<file path="src/rtl/turbofm_pkg.sv">
`default_nettype none
// ============================================================================
// Module   : turbofm_pkg
// Purpose  : Shared types and constants for the YM chip bus sequencer:
//            FSM state encoding, default bus timing, chip index values.
// Revision : 1.0 - initial release
// ============================================================================
package turbofm_pkg;

    // Bus cycle phases, in the order a cycle walks through them
    typedef enum logic [2:0] {
        ST_IDLE   = 3'd0,
        ST_SETUP  = 3'd1,
        ST_STROBE = 3'd2,
        ST_HOLD   = 3'd3,
        ST_RECOV  = 3'd4
    } seq_state_t;

    // Default bus timing in fclk cycles
    localparam int T_SETUP_DEF  = 2;
    localparam int T_STROBE_DEF = 6;
    localparam int T_HOLD_DEF   = 2;
    localparam int T_RECOV_DEF  = 4;

    // Chip index values carried in req_chip
    localparam logic YM1 = 1'b0;
    localparam logic YM2 = 1'b1;

endpackage : turbofm_pkg
`default_nettype wire

</file>
<file path="src/rtl/ym_bus_sequencer.sv">
`default_nettype none
// ============================================================================
// Module   : ym_bus_sequencer
// Purpose  : Turns one-cycle AY-bus requests into timed read/write cycles on
//            the YM chip bus (setup / strobe / hold / recovery), with a
//            one-entry request buffer and a sticky overflow flag.
// Revision : 1.0 - initial release
// ============================================================================
module ym_bus_sequencer
    import turbofm_pkg::*;
#(
    parameter int T_SETUP  = T_SETUP_DEF,
    parameter int T_STROBE = T_STROBE_DEF,
    parameter int T_HOLD   = T_HOLD_DEF,
    parameter int T_RECOV  = T_RECOV_DEF
) (
    input  logic       fclk,
    input  logic       rst,
    input  logic       req,
    input  logic       req_wr,
    input  logic       req_chip,
    input  logic       req_a0,
    input  logic [7:0] req_data,
    output logic       ready,
    output logic       overflow,
    output logic       ymcs1_n,
    output logic       ymcs2_n,
    output logic       ymwr_n,
    output logic       ymrd_n,
    output logic       yma0,
    output logic [7:0] d_out,
    output logic       d_oe,
    input  logic [7:0] d_in,
    output logic [7:0] rd_data,
    output logic       rd_valid
);

    // Counter only ever holds T_x - 1, so clog2 of the largest T_x is enough
    localparam int MAX_A = (T_SETUP > T_STROBE) ? T_SETUP : T_STROBE;
    localparam int MAX_B = (T_HOLD  > T_RECOV)  ? T_HOLD  : T_RECOV;
    localparam int MAX_T = (MAX_A   > MAX_B)    ? MAX_A   : MAX_B;
    localparam int CW    = (MAX_T <= 1) ? 1 : $clog2(MAX_T);

    seq_state_t    state, state_n;
    logic [CW-1:0] cnt, cnt_n;
    logic          launch;
    logic          launch_idle;
    logic          accept;
    logic          full, full_n;

    // One-entry request buffer
    logic          buf_wr, buf_chip, buf_a0;
    logic [7:0]    buf_data;

    // Attributes of the cycle currently on the bus
    logic          cyc_wr, cyc_chip;

    // Attributes of the cycle that will be on the bus after this edge
    logic          sel_wr, sel_chip, active_n;

    // A launch from IDLE frees the buffer in the same edge, so a req arriving
    // alongside it can take the slot instead of being dropped.
    assign launch_idle = (state == ST_IDLE) && full;
    assign ready       = !full || launch_idle;
    assign accept      = req && ready;

    assign sel_wr   = launch ? buf_wr   : cyc_wr;
    assign sel_chip = launch ? buf_chip : cyc_chip;
    assign active_n = (state_n == ST_SETUP) || (state_n == ST_STROBE) ||
                      (state_n == ST_HOLD);

    // Next-state and counter logic; every timed state ends when cnt reaches 0
    always_comb begin
        state_n = state;
        cnt_n   = cnt;
        launch  = 1'b0;
        case (state)
            ST_IDLE: begin
                cnt_n = '0;
                if (full) begin
                    launch  = 1'b1;
                    state_n = ST_SETUP;
                    cnt_n   = CW'(T_SETUP - 1);
                end
            end
            ST_SETUP: begin
                if (cnt == '0) begin
                    state_n = ST_STROBE;
                    cnt_n   = CW'(T_STROBE - 1);
                end else begin
                    cnt_n = cnt - 1'b1;
                end
            end
            ST_STROBE: begin
                if (cnt == '0) begin
                    state_n = ST_HOLD;
                    cnt_n   = CW'(T_HOLD - 1);
                end else begin
                    cnt_n = cnt - 1'b1;
                end
            end
            ST_HOLD: begin
                if (cnt == '0) begin
                    state_n = ST_RECOV;
                    cnt_n   = CW'(T_RECOV - 1);
                end else begin
                    cnt_n = cnt - 1'b1;
                end
            end
            ST_RECOV: begin
                if (cnt == '0) begin
                    if (full) begin
                        launch  = 1'b1;
                        state_n = ST_SETUP;
                        cnt_n   = CW'(T_SETUP - 1);
                    end else begin
                        state_n = ST_IDLE;
                        cnt_n   = '0;
                    end
                end else begin
                    cnt_n = cnt - 1'b1;
                end
            end
            default: begin
                state_n = ST_IDLE;
                cnt_n   = '0;
            end
        endcase
    end

    // Buffer fill/drain: a launch empties it, an accepted req refills it
    always_comb begin
        full_n = full;
        if (launch) full_n = 1'b0;
        if (accept) full_n = 1'b1;
    end

    // State register, phase counter and active-cycle attributes
    always_ff @(posedge fclk or posedge rst) begin
        if (rst) begin
            state    <= ST_IDLE;
            cnt      <= '0;
            cyc_wr   <= 1'b0;
            cyc_chip <= YM1;
        end else begin
            state <= state_n;
            cnt   <= cnt_n;
            if (launch) begin
                cyc_wr   <= buf_wr;
                cyc_chip <= buf_chip;
            end
        end
    end

    // Request buffer and sticky overflow
    always_ff @(posedge fclk or posedge rst) begin
        if (rst) begin
            full     <= 1'b0;
            overflow <= 1'b0;
            buf_wr   <= 1'b0;
            buf_chip <= YM1;
            buf_a0   <= 1'b0;
            buf_data <= 8'h00;
        end else begin
            full <= full_n;
            if (accept) begin
                buf_wr   <= req_wr;
                buf_chip <= req_chip;
                buf_a0   <= req_a0;
                buf_data <= req_data;
            end
            if (req && !accept) overflow <= 1'b1;
        end
    end

    // Bus outputs registered from the next state so they never glitch
    always_ff @(posedge fclk or posedge rst) begin
        if (rst) begin
            ymcs1_n <= 1'b1;
            ymcs2_n <= 1'b1;
            ymwr_n  <= 1'b1;
            ymrd_n  <= 1'b1;
            yma0    <= 1'b0;
            d_out   <= 8'h00;
            d_oe    <= 1'b0;
        end else begin
            ymcs1_n <= !(active_n && (sel_chip == YM1));
            ymcs2_n <= !(active_n && (sel_chip == YM2));
            ymwr_n  <= !((state_n == ST_STROBE) &&  sel_wr);
            ymrd_n  <= !((state_n == ST_STROBE) && !sel_wr);
            d_oe    <= active_n && sel_wr;
            if (launch) begin
                yma0 <= buf_a0;
                if (buf_wr) d_out <= buf_data;
            end
        end
    end

    // Read data is sampled on the last strobe cycle, flagged one cycle later
    always_ff @(posedge fclk or posedge rst) begin
        if (rst) begin
            rd_data  <= 8'h00;
            rd_valid <= 1'b0;
        end else begin
            rd_valid <= 1'b0;
            if ((state == ST_STROBE) && (cnt == '0) && !cyc_wr) begin
                rd_data  <= d_in;
                rd_valid <= 1'b1;
            end
        end
    end

endmodule : ym_bus_sequencer
`default_nettype wire

</file>
<file path="config.mk">
export PLATFORM = sky130hd
export DESIGN_NAME = ym_bus_sequencer
export DESIGN_NICKNAME = d
export VERILOG_FILES = /design/src/rtl/turbofm_pkg.sv /design/src/rtl/ym_bus_sequencer.sv
export SDC_FILE = /design/constraint.sdc
export NUM_CORES = 1
export LEC_CHECK = 0
export ABC_AREA = 0
export BUFFER_PORTS_ARGS = -buffer_cell sky130_fd_sc_hd__buf_4
export CORE_UTILIZATION = 47
export DETAILED_ROUTE_END_ITERATION = 6
export PLACE_DENSITY = 0.73
export SETUP_SLACK_MARGIN = 0.02
export SLEW_MARGIN = 40
export SYNTH_ARGS = -nofsm -noshare
export SYNTH_HDL_FRONTEND = slang
export SYNTH_SLANG_ARGS = --single-unit
</file>
<file path="constraint.sdc">
create_clock -name fclk -period 2 [get_ports fclk]
set_clock_uncertainty 0.05 [all_clocks]
set_input_delay 0.1 -clock fclk [delete_from_list [all_inputs] [get_ports fclk]]
set_output_delay 0.1 -clock fclk [all_outputs]
set_load 0.01 [all_outputs]
</file>
* Word-level counts from Yosys, hierarchy flattened
Cells that the tools add are included.
** Operators by class
- Reduce and logical (&&, ||, !) cells :: 25
- Bitwise operators :: 1
- Add/sub/neg operators :: 1
- Equal/unequal tests :: 7
- Mux-type cells :: 20
** Operators with widths (count)
- one-hot mux 3 bit (5 select lines) :: 2
- two-way mux 3 bit :: 9
- equality test 3 x 2 -> 1 bit (second input constant) :: 4
- logical AND 1 bit :: 10
- logical NOT 1 bit :: 8
- two-way mux 1 bit :: 8
- equality test 3 x 1 -> 1 bit (second input constant) :: 2
- logical NOT 3 bit :: 2
- equality test 3 bit (second input constant) :: 1
- logical OR 1 bit :: 3
- subtractor 3 x 1 -> 3 bit (second input constant) :: 1
- one-hot mux 1 bit (2 select lines) :: 1
- AND reduction 2 bit :: 1
- nonzero test 2 bit :: 1
- NOT 1 bit :: 1
** Storage, ports and cells
- Register bits :: 44
- Output and inout port bits :: 25

* Longest topological paths before layout
Gate-level depths: netlist of run 1.
- Depth after elaboration :: 8
- Depth in mapped cells :: 6

* Worst setup path after synthesis of run 1
No wires, ideal clock.
- Kind :: flip-flop to flip-flop
- Start :: reg cnt[1]
- End :: reg rd_data[0]
- Data arrival time :: 1.769 ns
- Slack :: 0.055 ns
- Cell stages (with the launch flop) :: 6
- Library setup time :: 0.125 ns
- Cell sequence :: dfrtp_1 buf_6 or3_4 or4_4 buf_6 mux2_4
** On the way
- Word-level cells in the longest chain between the ends :: 3
** RTL lines
- start: declaration :: RTL line ym_bus_sequencer.sv:45 : logic [CW-1:0] cnt, cnt_n;
- start signal: assignment :: RTL line ym_bus_sequencer.sv:147 : cnt <= cnt_n;
- logical NOT 3 bit :: RTL line ym_bus_sequencer.sv:206 : if ((state == ST_STROBE) && (cnt == '0) && !cyc_wr) begin
- logical AND 1 bit (2 in a row) :: RTL line ym_bus_sequencer.sv:206
- end signal: assignment :: RTL line ym_bus_sequencer.sv:207 : rd_data <= d_in;
- end: declaration :: RTL line ym_bus_sequencer.sv:34 : output logic [7:0] rd_data,
Every way passes these cells.
A chain may end at the register's enable or synchronous reset.

* Worst setup path in the final report of run 1
- Start :: reg cnt[0]
- End :: reg rd_data[0]
The elaborated chain is that of the path after synthesis.

==> results.cfg, run 1 <==
[outcome]
status = finished, final reports clean

[power_and_ir_drop]
ir_worst_vdd_uv = 929
powerDensity_mw_per_mm2 = 1590
power_leakage_nw = 1.21

[logic_synthesis]
synth_top_area_share_pct = 53.6
yosys_warnings = 0
syn-num-nets = 160
synth_top_area_cell = dfrtp_1
synth_area_per_cell_um2 = 13.5
synth_area_leaders = dfrtp_1 54%, mux2_2 13%, mux2_4 6.4%
synthArstFlopShare_pct = 100
synth.distinct_cells = 37
syn_area_mm2 = 0.00187
ys_seq_area_share_pct = 59.2
ys_ff_latch = 44
synth_edf_count = 0
synthFlopType = dfrtp_1
synthCells = 138

[global_routing]
grt_pass1_vias = 1402
grt_usage_pct = 20.2
gr-total-overflow = 0
antenna_found_initial = 0
grt_pass1_wl_um = 6420
grt_start_max_net_pins = 45

[flow_run]
cap_violations = 0

[sta]
max_freq_ghz = 0.522
rsz0062_at_grt = false
report.final.slew_viol_count = 0
setup-violations-final = 0
finalCritPeriodShare_pct = 95.7
fin_crit_ns = 1.91
hold_viol = 0
worst_pin_slew_ns = 0.541
tns_ns = 0
slew_headroom_pct = 63.9

[layout]
drive_above_1_share_pct = 48.6
fillers = 301
instances_no_fill = 260
fin_nets = 233
synthToLayoutAreaGrowth_pct = 38.1
multi_input_area_um2 = 693
regArea_mm2 = 0.00111
antennaDiodeCount = 0

[floorplanning]
die_x_um = 65.0
die_h_um = 65.0
io-pin-count = 47
die_area_mm2 = 0.00423
start_util_pct = 49.9
core_area_mm2 = 0.00374
rows = 22

[clocking]
cts_setup_buffers = 0
cts_hold_buf = 19
path_clk_slew_ns = 0.08
cts-resized-gates = 0
cts_tree = built
insertion_delay_ns = 0.29
cts-root-buf = clkbuf_8
cts_max_level = 2
cts_buffers = 5
cts_sinks = 44
cts_buffer_depth = 2

[routing]
vias = 1348
ant_nets = 0
drt-wirelength-per-cell_um = 14.8
vias_per_cell = 5.18
drt-initial-drc-count = 58
drcViolationCount = 0
wl_um = 3860
drtPass1Iterations = 4

[worst_setup_path]
crit_type = reg2reg
critPathMaxFanout = 9
regToRegSetupSlack_ns = 0.09
end_kind = register
worst_setup_path_start_kind = register
cp_data_required_time_ns = 2.12
critPathArrivalTime_ns = 2.03

[worst_hold_path]
holdCritPathClass = in2reg

[place]
place_congestion = 0.859
port_buffers = 46
placed_cells = 233
dp_hpwl_um = 2530
worst paths after layout:
| kind | startpoint | endpoint | depth (start not counted) |
|---|---|---|---|
| max | cnt[0] | rd_data[0] | 3 |
| min | d_in[2] | rd_data[2] | 2 |
| max reg2reg | cnt[0] | rd_data[0] | 3 |
| min reg2reg | overflow | overflow | 1 |
| max in group asynchronous | rst | ymcs1_n | 4 |
| min in group asynchronous | rst | rd_data[4] | 4 |
Yosys cell counts (3+ instances only):
| master | count |
|---|---|
| dfstp_2 | 4 |
| nor2_1 | 6 |
| buf_2 | 3 |
| dfrtp_1 | 40 |
| inv_1 | 4 |
| clkbuf_1 | 4 |
| mux2_2 | 21 |
| mux2_4 | 8 |
| o21ai_0 | 3 |
| nand2_1 | 8 |
| nand3_1 | 5 |
per-stage QoR:
step	setup WS [ns]	instance area (um2)	utilization, %	hold WS, ns	power [mW]
global route	0.0547	2580	68.9	0.00101	4.38
global placement	0.149	2290	61.3	0.205	3.43
finish	0.0858	2580	68.9	0.00574	4.09
CTS	0.0909	2580	68.9	0.000492	4.11
detailed placement	0.109	2290	61.3	0.219	3.52
floorplan	0.0555	1870	-	0.167	2.80
routing by layer:
metal / part of all wire (%) / vias up / track usage [%]
met5: 0 / - / 0
met4: 1.1 / 0 / 6.52
met3: 6.8 / 5 / 5.11
met2: 50 / 58 / 36.3
met1: 42 / 653 / 23.2
li1: - / 632 / -
registers in the layout, summed over array words and instances (netlist names), 3 cells and up:
name and flops:
state 3, d_out 8, buf_data 8, rd_data 8, cnt 3
kinds of logic (layout without fill, tap and decap cells):
family                 Yosys count  in the layout  synth area share [%]
multiplexers                    29             29                  19.1
flip-flops                      44             44                  59.2
buffers and inverters           13             87                  3.62
XOR/XNOR                         1              1                 0.469
AO/OA/AOI/OAI                   21             21                  8.78
AND/OR/NAND/NOR                 30             30                  8.78
placed cells by master (no fill, tap or decap), types with 2 or more instances in the layout:
cell           netlist  routed
buf_4                0      56
clkbuf_8             0       6
clkinv_2             0       2
dfrtp_1             40      40
dfstp_2              4       4
dlygate4sd3_1        0      19
inv_1                4       3
mux2_2              21      21
mux2_4               8       8
nand2_1              8       8
nand2b_1             2       2
nand3_1              5       5
nor2_1               6       6
nor3b_1              2       2
o21ai_0              3       3
o22a_1               2       2
o22ai_1              2       2
o31ai_1              2       2
power by group:
| part | switching, mW | internal (mW) | leakage (nW) | total [mW] |
|---|---|---|---|---|
| registers | 0.286 | 1.35 | 0.517 | 1.63 |
| logic | 0.812 | 1.10 | 0.640 | 1.91 |
| clock network | 0.275 | 0.275 | 0.0510 | 0.551 |
cell type report:
type                       instances  area share (%)
multi-input combinational         81            26.9
clock buffer                       6            3.20
timing repair buffer              75            23.7
sequential                        44            42.9
tap                               48            2.33
clock inverter                     2           0.388
inverter                           4           0.583
worst max-delay path, cell delays in order (launching register included):
cell,delay [ns]
dfrtp_1,0.38
or3_4,0.41
or4_4,0.61
mux2_4,0.34
(Power assumes the default switching activity.)
==> run 2: changes to the inputs <==
--- a/config.mk
+++ b/config.mk
@@ -9,8 +9,8 @@
 export BUFFER_PORTS_ARGS = -buffer_cell sky130_fd_sc_hd__buf_4
 export CORE_UTILIZATION = 47
 export DETAILED_ROUTE_END_ITERATION = 6
-export PLACE_DENSITY = 0.73
-export SETUP_SLACK_MARGIN = 0.02
+export PLACE_DENSITY = 0.85
+export SETUP_SLACK_MARGIN = 0.2
 export SLEW_MARGIN = 40
 export SYNTH_ARGS = -nofsm -noshare
 export SYNTH_HDL_FRONTEND = slang
==> run 2 against run 1 <==
Via count increased by 5.6%. Highest routed layer unchanged. Largest power group unchanged. Sequential cell count unchanged. Critical path type unchanged. Largest cell class unchanged. Combinational power increased by 10%. Clock power increased by 26%. Utilization increased by 3.1 points.
==> results.cfg, run 2 (synthesis gave the netlist of run 1 again) <==
[outcome]
status = finished, final reports clean

[sta]
report.final.slew_viol_count = 0
worst_pin_slew_ns = 0.544
finalCritPeriodShare_pct = 89.1
tns_ns = 0
setup_slack_ns = 0.217
hold_viol = 0
slew_headroom_pct = 63.5
setup-violations-final = 0
rsz0062_at_grt = true
fin_crit_ns = 1.78
max_freq_ghz = 0.561

[worst_setup_path]
critPathSlowestCell = or4_4
slowest_delay_ns = 0.50
critPathMaxFanout = 5
crit_type = reg2reg
worst_setup_path_start_kind = register
end_kind = register
cp_data_required_time_ns = 2.14
crit_chain = or3_4 > or4_4 > mux2_4
critPathArrivalTime_ns = 1.92
crit_family = simple AND/OR/NAND/NOR gates
crit_buf_inv = 0

[worst_hold_path]
holdCritPathClass = in2async

[routing]
drt-wirelength-per-cell_um = 15.0
vias_per_cell = 5.37
ant_nets = 0
drt-initial-drc-count = 44
wl_um = 3960
drtPass1Iterations = 4
vias = 1423
drcViolationCount = 0

[power_and_ir_drop]
power_leakage_nw = 1.25
ir_worst_vdd_uv = 876
p_sw_share_pct = 33.7
p_comb_share_pct = 47.6
powerDensity_mw_per_mm2 = 1640
p_int_mw = 2.93
p_sw_mw = 1.49
p_clk_share_pct = 15.8
p_seq_share_pct = 36.6

[layout]
reg_top3 = buf_data (8), d_out (8), rd_data (8)
final_cell_mix = 58 x buf_4, 40 x dfrtp_1, 21 x mux2_2, 21 x dlygate4sd3_1, 8 x mux2_4
fin_nets = 238
antennaDiodeCount = 0
synthToLayoutAreaGrowth_pct = 44.3
final_common_cell = buf_4
drive_above_1_share_pct = 51.6

[clocking]
cts_max_level = 2
cts_buffer_depth = 2
cts_sinks = 44
path_clk_slew_ns = 0.08
cts-root-buf = clkbuf_8
cts_buffers = 5
cts_tree = built
insertion_delay_ns = 0.30

[flow_run]
cap_violations = 0

[place]
port_buffers = 46
place_congestion = 0.867
dp_hpwl_um = 2770
pre_cts_ws_ns = 0.169

[floorplanning]
start_util_pct = 49.9
die_h_um = 65.0
die_area_mm2 = 0.00423
rows = 22
die_x_um = 65.0
io-pin-count = 47
core_area_mm2 = 0.00374

[global_routing]
gr-total-overflow = 0
grt_start_max_net_pins = 29
antenna_found_initial = 0
grt_pass1_vias = 1441
grt_pass1_wl_um = 6420
grt_usage_pct = 20.5
## run 2: changes by cell type in the layout (fill, tap and decap cells not counted), sizes merged
cell         change
buf              +2
dlygate4sd3      +2
bufinv           +1
clkinv           -1
or4              +1
## run 2: power by group through the flow
stage | Clock, mW | Sequential (mW) | Combinational, mW
4_1_cts | 0.716 | 1.62 | 2.01
2_1_floorplan | 0 | 1.65 | 1.16
5_1_grt | 0.756 | 1.67 | 2.25
6_report | 0.697 | 1.62 | 2.11
3_5_place_dp | 0 | 1.62 | 1.94
3_3_place_gp | 0 | 1.59 | 1.86
## run 2: final cells by class
cell class / instances / area (um2)
Tap cell: 48 / 60.1
Sequential cell: 44 / 1110
Inverter: 4 / 15.0
Clock inverter: 2 / 38.8
Timing Repair Buffer: 79 / 646
Fill cell: 261 / 1050
Clock buffer: 6 / 82.6
Multi-Input combinational cell: 82 / 746
## run 2: path summary, 6_finish.rpt
kind                           from           to  slack, ns  depth (start not counted)
max in group asynchronous       rst  buf_data[6]       0.93                          4
min                             rst   rd_data[1]       0.28                          3
max                          cnt[0]   rd_data[5]       0.22                          3
min reg2reg                overflow     overflow       0.43                          1
max reg2reg                  cnt[0]   rd_data[5]       0.22                          3
min in group fclk          overflow     overflow       0.43                          1
## run 2: routing by layer
metal	share of wire [%]	track usage [%]	vias to the layer above
met4	1.5	6.52	0
met5	0	0	-
met3	7.0	6.69	13
li1	-	-	653
met2	52	37.4	68
met1	40	22.2	689
## run 2: what timing repair did
action                     4_1_cts  5_1_grt
buffers inserted                 0        1
hold buffers                    21        0
resized for setup                2        6
cloned                           1        0
setup endpoints to repair        9       23
hold endpoints to repair        32        0
## run 2: tightest hold or removal path: stages
cell	delay, ns
dlygate4sd3_1	0.53
buf_4	0.13
clkinv_1	0.29
## run 2: stage by stage
step	hold slack (ns)	instance area [um2]	power, mW	util (%)	cells
5_1_grt	0.320	2690	4.68	72.0	265
4_1_cts	0.284	2650	4.35	70.9	264
2_1_floorplan	0.167	1870	2.81	-	138
6_report	0.280	2690	4.42	72.0	265
3_3_place_gp	0.0541	2300	3.45	61.5	234
3_5_place_dp	0.0600	2300	3.56	61.5	234
==> run 3: changes to the inputs <==
--- a/config.mk
+++ b/config.mk
@@ -6,10 +6,10 @@
 export NUM_CORES = 1
 export LEC_CHECK = 0
 export ABC_AREA = 0
-export BUFFER_PORTS_ARGS = -buffer_cell sky130_fd_sc_hd__buf_4
-export CORE_UTILIZATION = 47
+export CORE_UTILIZATION = 52
 export DETAILED_ROUTE_END_ITERATION = 6
-export PLACE_DENSITY = 0.85
+export DONT_BUFFER_PORTS = 1
+export PLACE_DENSITY = 0.8
 export SETUP_SLACK_MARGIN = 0.2
 export SLEW_MARGIN = 40
 export SYNTH_ARGS = -nofsm -noshare
==> run 3 against run 2 <==
Cell area fell by 14%. Register-to-register slack barely moved. Global-route usage fell by 0.11 points. Power fell by 12%. Critical endpoint is now rd_data[1]. Clock power fell by 22%. Sequential power rose by 10%. Die area fell by 9.3%. Wire length fell by 5.0%. Critical path depth did not move. Non-clock buffer count fell by 45.
==> results.cfg, run 3 (synthesis gave the netlist of run 1 again) <==
[floorplanning]
start_util_pct = 55.1
die_h_um = 61.9
rows = 21
die_x_um = 61.9
core_area_mm2 = 0.00339
io-pin-count = 47
die_area_mm2 = 0.00383

[place]
pre_cts_ws_ns = 0.136
place_congestion = 0.834
dp_hpwl_um = 2300
port_buffers = 0

[worst_setup_path]
worstRegToRegCells = 3
crit_type = reg2reg
worst_setup_path_start_kind = register
critPathArrivalTime_ns = 1.99
r2r-start = cnt[0]
cp_data_required_time_ns = 2.20
critPathMaxFanout = 5
reg2reg_to = rd_data[1]
regToRegSetupSlack_ns = 0.21
end_kind = register

[sta]
tns_ns = 0
finalCritPeriodShare_pct = 89.6
rsz0062_at_grt = true
report.final.slew_viol_count = 0
worst_pin_slew_ns = 0.531
setup_slack_ns = 0.208
setup-violations-final = 0
fin_hold_ws_ns = 0.118
hold_viol = 0
max_freq_ghz = 0.558
fin_crit_ns = 1.79
slew_headroom_pct = 64.6

[layout]
reg_top3 = buf_data (8), d_out (8), rd_data (8)
fin_nets = 193
final_common_cell = dfrtp_1
synthToLayoutAreaGrowth_pct = 24.1
drive_above_1_share_pct = 39.5
final_cell_mix = 38 x dfrtp_1, 22 x dlygate4sd3_1, 21 x mux2_2
final_core_util_pct = 68.4
antennaDiodeCount = 0

[worst_hold_path]
hold_path_depth = 2
min_from = req
holdPathEnd = buf_data[5]
holdCritPathClass = in2reg

[routing]
drt-initial-drc-count = 54
drtPass1Iterations = 4
drt-wirelength-per-cell_um = 17.3
drcViolationCount = 0
wl_um = 3770
vias_per_cell = 5.57
ant_nets = 0
vias = 1214

[power_and_ir_drop]
power_leakage_nw = 1.01
ir_worst_vdd_uv = 944
powerDensity_mw_per_mm2 = 1690

[flow_run]
cap_violations = 0

[clocking]
cts-root-buf = clkbuf_4
cts_tree = built
cts_max_level = 2
cts_buffers = 5
cts_buffer_depth = 2
path_clk_slew_ns = 0.12
insertion_delay_ns = 0.35
cts_sinks = 44

[global_routing]
grt_pass1_vias = 1162
grt_pass1_wl_um = 5420
grt_usage_pct = 20.4
grt_start_max_net_pins = 45
gr-total-overflow = 0
antenna_found_initial = 0

[outcome]
status = finished, final reports clean
[run 3: cell type report]
type | count | area (um2)
Clock inverter | 2 | 35.0
Inverter | 4 | 15.0
Timing Repair Buffer | 34 | 310
Clock buffer | 6 | 41.3
Sequential cell | 44 | 1110
Multi-Input combinational cell | 82 | 749
Tap cell | 46 | 57.6
Fill cell | 245 | 1070
[run 3: metal layers]
layer | vias to the layer above | wire length, um | GRT usage, %
met5 | - | 0 | 0
met4 | 0 | 41 | 7.94
met3 | 4 | 280 | 6.42
met2 | 56 | 1860 | 32.4
met1 | 596 | 1590 | 26.1
li1 | 558 | - | -
[run 3: per-stage QoR]
stage | area, um2 | power, mW | cells
3_3_place_gp | 1950 | 3.05 | 185
4_1_cts | 2260 | 3.77 | 216
5_1_grt | 2320 | 4.14 | 218
3_5_place_dp | 1950 | 3.15 | 185
6_report | 2320 | 3.91 | 218
2_1_floorplan | 1870 | 2.81 | 138
[run 3: what timing repair did]
| action | CTS | global route |
|---|---|---|
| cloned | 1 | 0 |
| setup buffers | 0 | 2 |
| resized for setup | 3 | 8 |
| hold buffers | 22 | 0 |
| endpoints found under the hold margin | 61 | 0 |
| endpoints found under the setup margin | 16 | 33 |
[run 3: critical path, stage by stage, from the launching register on]
cell and delay [ns]:
dfrtp_1 0.40, or3_4 0.41, or4_4 0.50, mux2_4 0.32
[run 3: where the power goes]
| group | internal, mW | total [mW] | switching [mW] |
|---|---|---|---|
| combinational | 0.882 | 1.57 | 0.690 |
| clock | 0.262 | 0.542 | 0.280 |
| sequential | 1.35 | 1.79 | 0.441 |
| total | 2.50 | 3.91 | 1.41 |
[run 3: worst max-delay path by stage]
stage	from	end	slack [ns]	cells after the start
detailed placement	cnt[0]	d_out[6]	0.14	5
global route	cnt[0]	rd_data[3]	0.16	3
CTS	state[0]	buf_data[3]	0.20	4
finish	cnt[0]	rd_data[1]	0.21	3
floorplan	cnt[1]	rd_data[0]	0.11	5
global placement	cnt[0]	rd_data[7]	0.22	3
